[src/rtl/uart_pkg.sv]
// Shared defaults and state encodings for the UART frame assembler.
package uart_pkg;

  localparam int unsigned DBITS_DEF          = 8;
  localparam int unsigned FRAME_BYTES_DEF    = 16;
  localparam int unsigned TIMEOUT_CYCLES_DEF = 0;
  localparam int unsigned PAD_ON_TIMEOUT_DEF = 0;
  localparam logic [7:0]  PAD_BYTE_DEF       = 8'h00;

  // Collection side: IDLE means no partial frame is held.
  typedef enum logic {
    COLL_IDLE    = 1'b0,
    COLL_COLLECT = 1'b1
  } coll_state_e;

  // Output side: FULL means the output register holds an undelivered frame.
  typedef enum logic {
    OUT_EMPTY = 1'b0,
    OUT_FULL  = 1'b1
  } out_state_e;

endpackage

[src/rtl/frame_out_reg.sv]
// Output register for assembled frames: valid/ready handshake, load-or-drop
// arbitration, sticky overflow and delivered-frame counter.
//
// state     | meaning
// ----------+--------------------------------------------------------------
// OUT_EMPTY | no frame pending; a load request is always accepted
// OUT_FULL  | frame_data is pending; a load is accepted only together with
//           | a completing handshake, otherwise the new frame is dropped
module frame_out_reg
  import uart_pkg::*;
#(
  parameter int unsigned W = FRAME_BYTES_DEF * DBITS_DEF
) (
  input  logic         clk,
  input  logic         rst_n,
  input  logic         load_req,
  input  logic [W-1:0] load_data,
  input  logic         frame_ready,
  output logic [W-1:0] frame_data,
  output logic         frame_valid,
  output logic [15:0]  frame_count,
  output logic         overflow
);

  out_state_e  state_q, state_d;
  logic [W-1:0] data_q, data_d;
  logic [15:0]  count_q, count_d;
  logic         ovf_q, ovf_d;
  logic         hs;

  // Next-state: handshake frees the register, a load refills it in the same cycle.
  always_comb begin
    state_d = state_q;
    data_d  = data_q;
    count_d = count_q;
    ovf_d   = ovf_q;
    hs      = (state_q == OUT_FULL) && frame_ready;

    if (hs) begin
      count_d = count_q + 16'd1;
      state_d = OUT_EMPTY;
    end

    if (load_req) begin
      if ((state_q == OUT_EMPTY) || hs) begin
        data_d  = load_data;
        state_d = OUT_FULL;
      end else begin
        ovf_d = 1'b1;
      end
    end
  end

  // Output FSM and datapath registers.
  always_ff @(posedge clk or negedge rst_n) begin
    if (!rst_n) begin
      state_q <= OUT_EMPTY;
      data_q  <= '0;
      count_q <= '0;
      ovf_q   <= 1'b0;
    end else begin
      state_q <= state_d;
      data_q  <= data_d;
      count_q <= count_d;
      ovf_q   <= ovf_d;
    end
  end

  assign frame_data  = data_q;
  assign frame_valid = (state_q == OUT_FULL);
  assign frame_count = count_q;
  assign overflow    = ovf_q;

endmodule

[src/rtl/uart_frame_assembler.sv]
// Packs received UART characters into FRAME_BYTES-wide frames, lane 0 first,
// with an optional inter-byte timeout that discards or pads a partial frame.
//
// state        | meaning
// -------------+------------------------------------------------------------
// COLL_IDLE    | byte_count = 0, idle counter frozen
// COLL_COLLECT | 0 < byte_count < FRAME_BYTES, idle counter running
module uart_frame_assembler
  import uart_pkg::*;
#(
  parameter int unsigned      DBITS          = DBITS_DEF,
  parameter int unsigned      FRAME_BYTES    = FRAME_BYTES_DEF,
  parameter int unsigned      TIMEOUT_CYCLES = TIMEOUT_CYCLES_DEF,
  parameter int unsigned      PAD_ON_TIMEOUT = PAD_ON_TIMEOUT_DEF,
  parameter logic [DBITS-1:0] PAD_BYTE       = DBITS'(PAD_BYTE_DEF)
) (
  input  logic                               clk,
  input  logic                               rst_n,
  input  logic                               flush,
  input  logic                               byte_valid,
  input  logic [DBITS-1:0]                   byte_data,
  output logic [FRAME_BYTES*DBITS-1:0]       frame_data,
  output logic                               frame_valid,
  input  logic                               frame_ready,
  output logic [$clog2(FRAME_BYTES+1)-1:0]   byte_count,
  output logic [15:0]                        frame_count,
  output logic                               overflow,
  output logic                               timeout_err
);

  localparam int unsigned CW         = $clog2(FRAME_BYTES + 1);
  localparam int unsigned FW         = FRAME_BYTES * DBITS;
  localparam int unsigned TW         = (TIMEOUT_CYCLES > 0) ? $clog2(TIMEOUT_CYCLES + 1) : 1;
  localparam bit          TIMEOUT_EN = (TIMEOUT_CYCLES > 0);
  localparam bit          PAD_EN     = (PAD_ON_TIMEOUT != 0);
  localparam logic [CW-1:0] LAST_LANE = CW'(FRAME_BYTES - 1);
  // The timeout fires on the edge that would take the idle count to TIMEOUT_CYCLES.
  localparam logic [TW-1:0] IDLE_LAST = TIMEOUT_EN ? TW'(TIMEOUT_CYCLES - 1) : '0;

  typedef logic [FRAME_BYTES-1:0][DBITS-1:0] lanes_t;

  coll_state_e   state_q, state_d;
  lanes_t        coll_q, coll_d;
  lanes_t        filled, padded;
  logic [CW-1:0] cnt_q, cnt_d;
  logic [TW-1:0] idle_q, idle_d;
  logic          to_err_q, to_err_d;
  logic          to_fire;
  logic          load_req;
  logic [FW-1:0] load_data;

  // Lane images: the frame with the incoming byte written, and the partial frame padded.
  always_comb begin
    filled = coll_q;
    padded = coll_q;
    for (int i = 0; i < FRAME_BYTES; i++) begin
      if (CW'(i) == cnt_q) filled[i] = byte_data;
      if (CW'(i) >= cnt_q) padded[i] = PAD_BYTE;
    end
  end

  // Collection next-state: flush beats a byte, a byte beats the timeout.
  always_comb begin
    coll_d    = coll_q;
    cnt_d     = cnt_q;
    idle_d    = idle_q;
    to_err_d  = 1'b0;
    load_req  = 1'b0;
    load_data = filled;
    to_fire   = TIMEOUT_EN && (state_q == COLL_COLLECT) && !byte_valid && (idle_q == IDLE_LAST);

    if (flush) begin
      coll_d = '0;
      cnt_d  = '0;
      idle_d = '0;
    end else if (byte_valid) begin
      idle_d = '0;
      if (cnt_q == LAST_LANE) begin
        load_req = 1'b1;
        coll_d   = '0;
        cnt_d    = '0;
      end else begin
        coll_d = filled;
        cnt_d  = cnt_q + CW'(1);
      end
    end else if (to_fire) begin
      to_err_d = 1'b1;
      coll_d   = '0;
      cnt_d    = '0;
      idle_d   = '0;
      if (PAD_EN) begin
        load_req  = 1'b1;
        load_data = padded;
      end
    end else if (TIMEOUT_EN && (state_q == COLL_COLLECT)) begin
      idle_d = idle_q + TW'(1);
    end

    state_d = (cnt_d == '0) ? COLL_IDLE : COLL_COLLECT;
  end

  // Collection FSM, collection register, byte counter and idle counter.
  always_ff @(posedge clk or negedge rst_n) begin
    if (!rst_n) begin
      state_q  <= COLL_IDLE;
      coll_q   <= '0;
      cnt_q    <= '0;
      idle_q   <= '0;
      to_err_q <= 1'b0;
    end else begin
      state_q  <= state_d;
      coll_q   <= coll_d;
      cnt_q    <= cnt_d;
      idle_q   <= idle_d;
      to_err_q <= to_err_d;
    end
  end

  frame_out_reg #(
    .W (FW)
  ) u_frame_out_reg (
    .clk         (clk),
    .rst_n       (rst_n),
    .load_req    (load_req),
    .load_data   (load_data),
    .frame_ready (frame_ready),
    .frame_data  (frame_data),
    .frame_valid (frame_valid),
    .frame_count (frame_count),
    .overflow    (overflow)
  );

  assign byte_count  = cnt_q;
  assign timeout_err = to_err_q;

endmodule

[config.mk]
export PLATFORM = sky130hd
export DESIGN_NAME = uart_frame_assembler
export DESIGN_NICKNAME = d
export VERILOG_FILES = /design/src/rtl/uart_pkg.sv /design/src/rtl/frame_out_reg.sv /design/src/rtl/uart_frame_assembler.sv
export SDC_FILE = /design/constraint.sdc
export NUM_CORES = 1
export LEC_CHECK = 0
export CORE_MARGIN = 1
export CORE_UTILIZATION = 30
export CTS_BUF_LIST = sky130_fd_sc_hd__clkbuf_8
export DETAILED_ROUTE_END_ITERATION = 8
export SLEW_MARGIN = 20
export SYNTH_ARGS = -nofsm -noshare
export SYNTH_HDL_FRONTEND = slang
export SYNTH_SLANG_ARGS = --single-unit
[constraint.sdc]
create_clock -name clk -period 2.1 [get_ports clk]
set_clock_uncertainty 0.15 [all_clocks]
set_input_delay 0.42 -clock clk [delete_from_list [all_inputs] [get_ports clk]]
set_output_delay 0.42 -clock clk [all_outputs]
set_load 0.05 [all_outputs]
# Word level (Yosys, flattened, before mapping)

Index checks and enable logic that the tools add are counted.

Register bits after elaboration: 279
Input port bits: 13
Output and inout bits: 152
Logic and storage cells: 75

Add/subtract/negate cells: 2
Equality and inequality tests: 16
Mux-type cells: 28
Bitwise logic cells: 2
Reductions and logical operators: 6

Operators with widths:

| operator                                                        | count |
|---|---|
| 128-bit 2-to-1 mux                                              | 3 |
| 8-bit 2-to-1 mux                                                | 16 |
| 4-bit by 5-bit == test with 1-bit output, first input constant  | 8 |
| 3-bit by 5-bit == test with 1-bit output, first input constant  | 4 |
| 16-bit by 1-bit adder with 16-bit output, second input constant | 1 |
| 5-bit 2-to-1 mux                                                | 3 |
| 2-bit by 5-bit == test with 1-bit output, first input constant  | 2 |
| 1-bit 2-to-1 mux                                                | 6 |
| 5-bit by 1-bit adder with 5-bit output, second input constant   | 1 |
| 1-bit by 5-bit == test with 1-bit output, first input constant  | 1 |
| 5-bit by 4-bit == test with 1-bit output, second input constant | 1 |
| 5-bit logical NOT                                               | 1 |
| 2-bit AND reduction                                             | 2 |
| 1-bit NOT                                                       | 2 |
| 2-bit nonzero test                                              | 1 |
| 1-bit logical AND                                               | 1 |
| 1-bit logical OR                                                | 1 |

# Longest topological paths before layout

Word-level depth: 5
Gate-level depth with buffers: 8
Mapped depth without buffers: 6

# By module

Synthesis repeated with hierarchy kept, for this count alone.

Cells, all modules: 1017
Area total of the unflattened synthesis: 13001.2 sq um

Modules (own cells, without submodules):

| module               | instances | cells an instance | area an instance (sq um) | sequential area each (sq um) |
|---|---|---|---|---|
| uart_frame_assembler | 1         | 685               | 7449.6                   | 3328.2 |
| frame_out_reg        | 1         | 332               | 5551.6                   | 3653.5 |

# Least setup slack after synthesis

No wires, ideal clock.

Kind: register -> register
Start: reg cnt_q[1], in the netlist byte_count[1]
End: reg coll_q[72] (netlist name)
Setup time: 132 ps
Arrival: 2044 ps
Required time: 1818 ps
Path slack: -225 ps
Cell stages (with the launch flop): 8
Path buffers: 2
Period minus slack after synthesis: 2325 ps
Cell sequence: dfrtp_1 > ha_1 > buf_6 > and4b_2 > buf_6 > o21ai_2 > a22oi_1 > nor2_1

Longest elaborated chain between the ends: 5
Elaborated cells between the ends (all ways): 6
Those cells by class: 2 x eq/ne; 4 x mux

RTL lines:

| element                                  | line                        | source |
|---|---|---|
| start, declared                          | uart_frame_assembler.sv:45  | `logic [CW-1:0] cnt_q, cnt_d;` |
| start signal, assigned                   | uart_frame_assembler.sv:113 | `cnt_q <= cnt_d;` |
| 4-bit by 5-bit == test with 1-bit output | uart_frame_assembler.sv:57  | `if (CW'(i) == cnt_q) filled[i] = byte_data;` |
| 8-bit 2-to-1 mux                         | uart_frame_assembler.sv:57  |  |
| 128-bit 2-to-1 mux (*)                   | uart_frame_assembler.sv:78  | `if (cnt_q == LAST_LANE) begin` |
| 128-bit 2-to-1 mux (*)                   | uart_frame_assembler.sv:76  | `end else if (byte_valid) begin` |
| 128-bit 2-to-1 mux (*)                   | uart_frame_assembler.sv:72  | `if (flush) begin` |
| end signal, assigned                     | uart_frame_assembler.sv:112 | `coll_q <= coll_d;` |
| end, declared                            | uart_frame_assembler.sv:43  | `lanes_t coll_q, coll_d;` |

Every way passes the cells marked *; elsewhere a longest branch is shown, timed or not. The select of a mux whose other input is x is not followed.
A chain may end at the register's enable or synchronous reset.

# Final worst setup path

Start: reg cnt_q[0], in the netlist byte_count[0]
End: reg u_frame_out_reg.data_q[0], in the netlist u_frame_out_reg.frame_data[0]

Longest elaborated chain between the ends: 5
Elaborated cells between the ends (all ways): 7
Those cells by class: 1 x eq/ne; 4 x mux; 2 x reduce/logical

RTL lines:

| element                                  | line                       | source |
|---|---|---|
| 5-bit by 4-bit == test with 1-bit output | uart_frame_assembler.sv:78 |  |
| 1-bit 2-to-1 mux                         | uart_frame_assembler.sv:78 |  |
| 1-bit 2-to-1 mux                         | uart_frame_assembler.sv:76 |  |
| 1-bit 2-to-1 mux                         | uart_frame_assembler.sv:72 |  |
| 2-bit AND reduction (no source line)     | -                          |  |
| end signal, assigned                     | frame_out_reg.sv:63        | `data_q <= data_d;` |
| end, declared                            | frame_out_reg.sv:26        | `logic [W-1:0] data_q, data_d;` |

Parallel ways exist; a longest one is shown, timed or not.

==> flow_metrics.py <==
metrics = {
    "outcome": {
        "status": "finished, final reports clean",
    },
    "power_and_ir_drop": {
        "leakage_nw": 7.42,
        "internal-power_mw": 8.32,
        "vdd_ir_drop_max_v": 0.000341,
        "p_sw_mw": 2.68,
        "combPwrFrac_pct": 6.0,
        "clkPwrFrac_pct": 44.7,
        "p_sw_share_pct": 24.4,
        "power_density_nw_per_um2": 685,
        "pwr-share-seq_pct": 49.3,
    },
    "layout": {
        "final_cell_mix": "277 x dfrtp_1, 230 x buf_4, 136 x nand2_1",
        "final_layout_size_suffix_gt1_share_pct": 27.7,
        "nets": 1356,
        "final_cells": 1906,
        "regArea_um2": 6980,
        "final_common_cell": "dfrtp_1",
        "multi_input_area_um2": 4960,
        "synthToLayoutAreaGrowth_pct": 28.7,
        "utilization_pct": 39.2,
        "nFillCells": 4038,
    },
    "route": {
        "drtIter0Drc": 682,
        "viasPerCell": 4.90,
        "routedWlPerCell_um": 19.1,
        "routed_wl_mm": 36.5,
        "firstDrtPassIters": 5,
        "vias": 9334,
        "antenna_left": 0,
        "drc": 0,
    },
    "synth": {
        "yosys.cell_types.count": 53,
        "synth_top_cell_area_share_pct": 56.0,
        "ys_warn_count": 0,
        "syn_inst": 1116,
        "yosysTopAreaCell": "dfrtp_1",
        "netlist_area_um2": 12500,
        "syn_nets": 1134,
        "async_flop_share_pct": 100,
        "synth_area_leaders": "dfrtp_1 56%, mux2i_1 10%, a22oi_1 5.7%, nand2_1 4.1%, nor2_1 3.0%",
        "avgSynthCellArea_um2": 11.2,
        "synth_edf_count": 0,
        "synth_ff_type": "dfrtp_1",
        "yosys_register_bits": 279,
        "seq_area_frac_synth_pct": 56.0,
    },
    "clock_network": {
        "clock-sinks": 279,
        "clockRootBuffer": "clkbuf_8",
        "clkTransAtPathRegs_ps": 60,
        "cts_buffers": 48,
        "clk_latency_ps": 590,
        "cts_tree": "built",
        "clockBufferDepth": 3,
        "cts_max_level": 2,
    },
    "grt": {
        "busiest_layer": "met2",
        "grt_usage_pct": 17.2,
        "antenna_found_initial": 0,
        "grt_use_met2_pct": 27.5,
        "grt_overflow": 0,
        "grt_max_degree": 110,
        "met3_usage_pct": 3.74,
        "grt_pass1_vias": 9270,
        "gr-usage-met1_pct": 23.0,
        "grt_pass1_wl_mm": 55.9,
    },
    "worst_setup_path": {
        "worstSetupPathType": "flip-flop to flip-flop",
        "rr_worst_depth": 6,
        "crit_path_start_kind": "flip-flop",
        "cp.required_ps": 2410,
        "path_max_fanout": 16,
        "endpoint_kind": "flip-flop",
        "arrival_ps": 2380,
    },
    "timing": {
        "whs_ps": 196,
        "setup_viol_count_final": 0,
        "finalCritPeriodShare_pct": 98.8,
        "slew_viol_final": 0,
        "fmax_ghz": 0.482,
        "period_needed_ps": 2070,
        "grt_setup_unrepaired": "yes",
        "worstMarginPinSlew_ps": 649,
        "fin_tns_setup_ps": 0,
        "finalHoldViolations": 0,
        "slew_headroom_pct": 56.7,
    },
    "floorplanning": {
        "die_width_um": 206,
        "die-area_um2": 42400,
        "core_um2": 40900,
        "num_rows": 74,
        "die_h_um": 206,
        "initial_utilization_pct": 30.5,
        "ios": 165,
    },
    "place": {
        "place_inst": 1810,
        "port-buffer-count": 163,
        "place.gp.congestion": 0.819,
        "hpwl_mm": 25.3,
    },
    "worst_hold_path": {
        "min_path_cells": 3,
        "worstHoldPathType": "input pin to flip-flop",
    },
    "run": {
        "maxCapViolations": 0,
    },
}
synthesized netlist by cell type (2+ instances only):
library cell / count
o21ai_0: 60
nor4bb_1: 2
clkbuf_1: 40
mux2i_1: 127
nor2_1: 99
nor3_4: 2
nand4_1: 3
a22o_1: 24
and3_1: 11
nand3_1: 14
xnor2_1: 14
ha_1: 5
o21ai_4: 8
and2_1: 9
and4b_1: 3
buf_2: 27
o21ai_1: 68
dfrtp_1: 279
a31oi_2: 2
clkbuf_2: 3
nand2b_1: 6
nor4_4: 2
nor4b_2: 3
a22oi_1: 95
buf_6: 24
nand2_1: 136
nand4b_1: 3
inv_1: 2
buf_4: 8
o21ai_2: 4
a21oi_1: 6
xor2_1: 3
and4bb_2: 4
routing by layer:
metal	share of wire, %	wire (um)	vias to the layer above
li1	-	-	4380
met1	45	16300	4660
met2	47	17100	228
met3	5.7	2060	66
met4	2.7	973	0
met5	0	0	-
flip-flops by register name, summed over array words and instances (netlist names):
register,flops
u_frame_out_reg.frame_data,128
byte_count,5
u_frame_out_reg.frame_count,16
u_frame_out_reg.overflow,1
u_frame_out_reg.frame_valid,1
coll_q,128
path summary, 6_finish.rpt:
kind | start | endpoint | slack [ps]
setup / recovery | byte_count[0] | u_frame_out_reg.frame_data[0] | 30
hold / removal | byte_valid | coll_q[79] | 200
setup reg to reg | byte_count[0] | u_frame_out_reg.frame_data[0] | 30
hold reg to reg | u_frame_out_reg.frame_count[15] | u_frame_out_reg.frame_count[15] | 330
max in group asynchronous | rst_n | u_frame_out_reg.frame_data[66] | 900
min in group asynchronous | rst_n | u_frame_out_reg.frame_data[49] | 210
power by group through the flow:
stage | Combinational, mW | Sequential (mW) | Clock [mW]
after global routing | 0.715 | 5.42 | 5.28
after detailed placement | 0.660 | 5.51 | 0
after CTS | 0.665 | 5.42 | 5.06
after global placement | 0.653 | 5.51 | 0
after floorplan | 0.278 | 5.52 | 0
final | 0.665 | 5.42 | 4.91
repair_timing:
item | 4_1_cts | 5_1_grt
setup endpoints to repair | 12 | 65
resized for setup | 9 | 10
pin swaps | 0 | 1
hold buffers | 1 | 0
hold endpoints to repair | 78 | 0
buffers inserted | 1 | 8
metrics by stage:
step	setup slack (ps)	cell area [um2]	total power, mW
6_report	25.0	16100	11.0
5_1_grt	-72.3	16000	11.4
4_1_cts	10.8	15900	11.1
3_5_place_dp	-113	14900	6.17
3_3_place_gp	-40.9	14900	6.16
2_1_floorplan	33.8	12500	5.80
final cells by class:
cell class,instances,share of cell area (%)
Antenna cell,1,0.0156
Clock buffer,64,5.49
Clock inverter,21,0.561
Inverter,2,0.0468
Multi-Input combinational cell,732,30.9
Sequential cell,279,43.5
Tap cell,532,4.15
Timing Repair Buffer,275,15.3
critical path, cell delays in order (launching register included):
cell,delay (ps)
dfrtp_2,440
inv_1,110
ha_1,290
nor4b_4,330
buf_12,200
mux2i_1,300
o21ai_0,120
cell families after synthesis:
| group | after synthesis | share of synthesized area (%) |
|---|---|---|
| other | 1 | 0.0301 |
| flip-flops | 279 | 56.0 |
| AND/OR/NAND/NOR | 309 | 12.1 |
| adder cells (fa/ha/maj) | 5 | 0.502 |
| buffers and inverters | 105 | 5.15 |
| XOR/XNOR | 17 | 1.19 |
| AO/OA/AOI/OAI | 272 | 14.7 |
| multiplexers | 128 | 10.3 |
(Power assumes the default switching activity.)
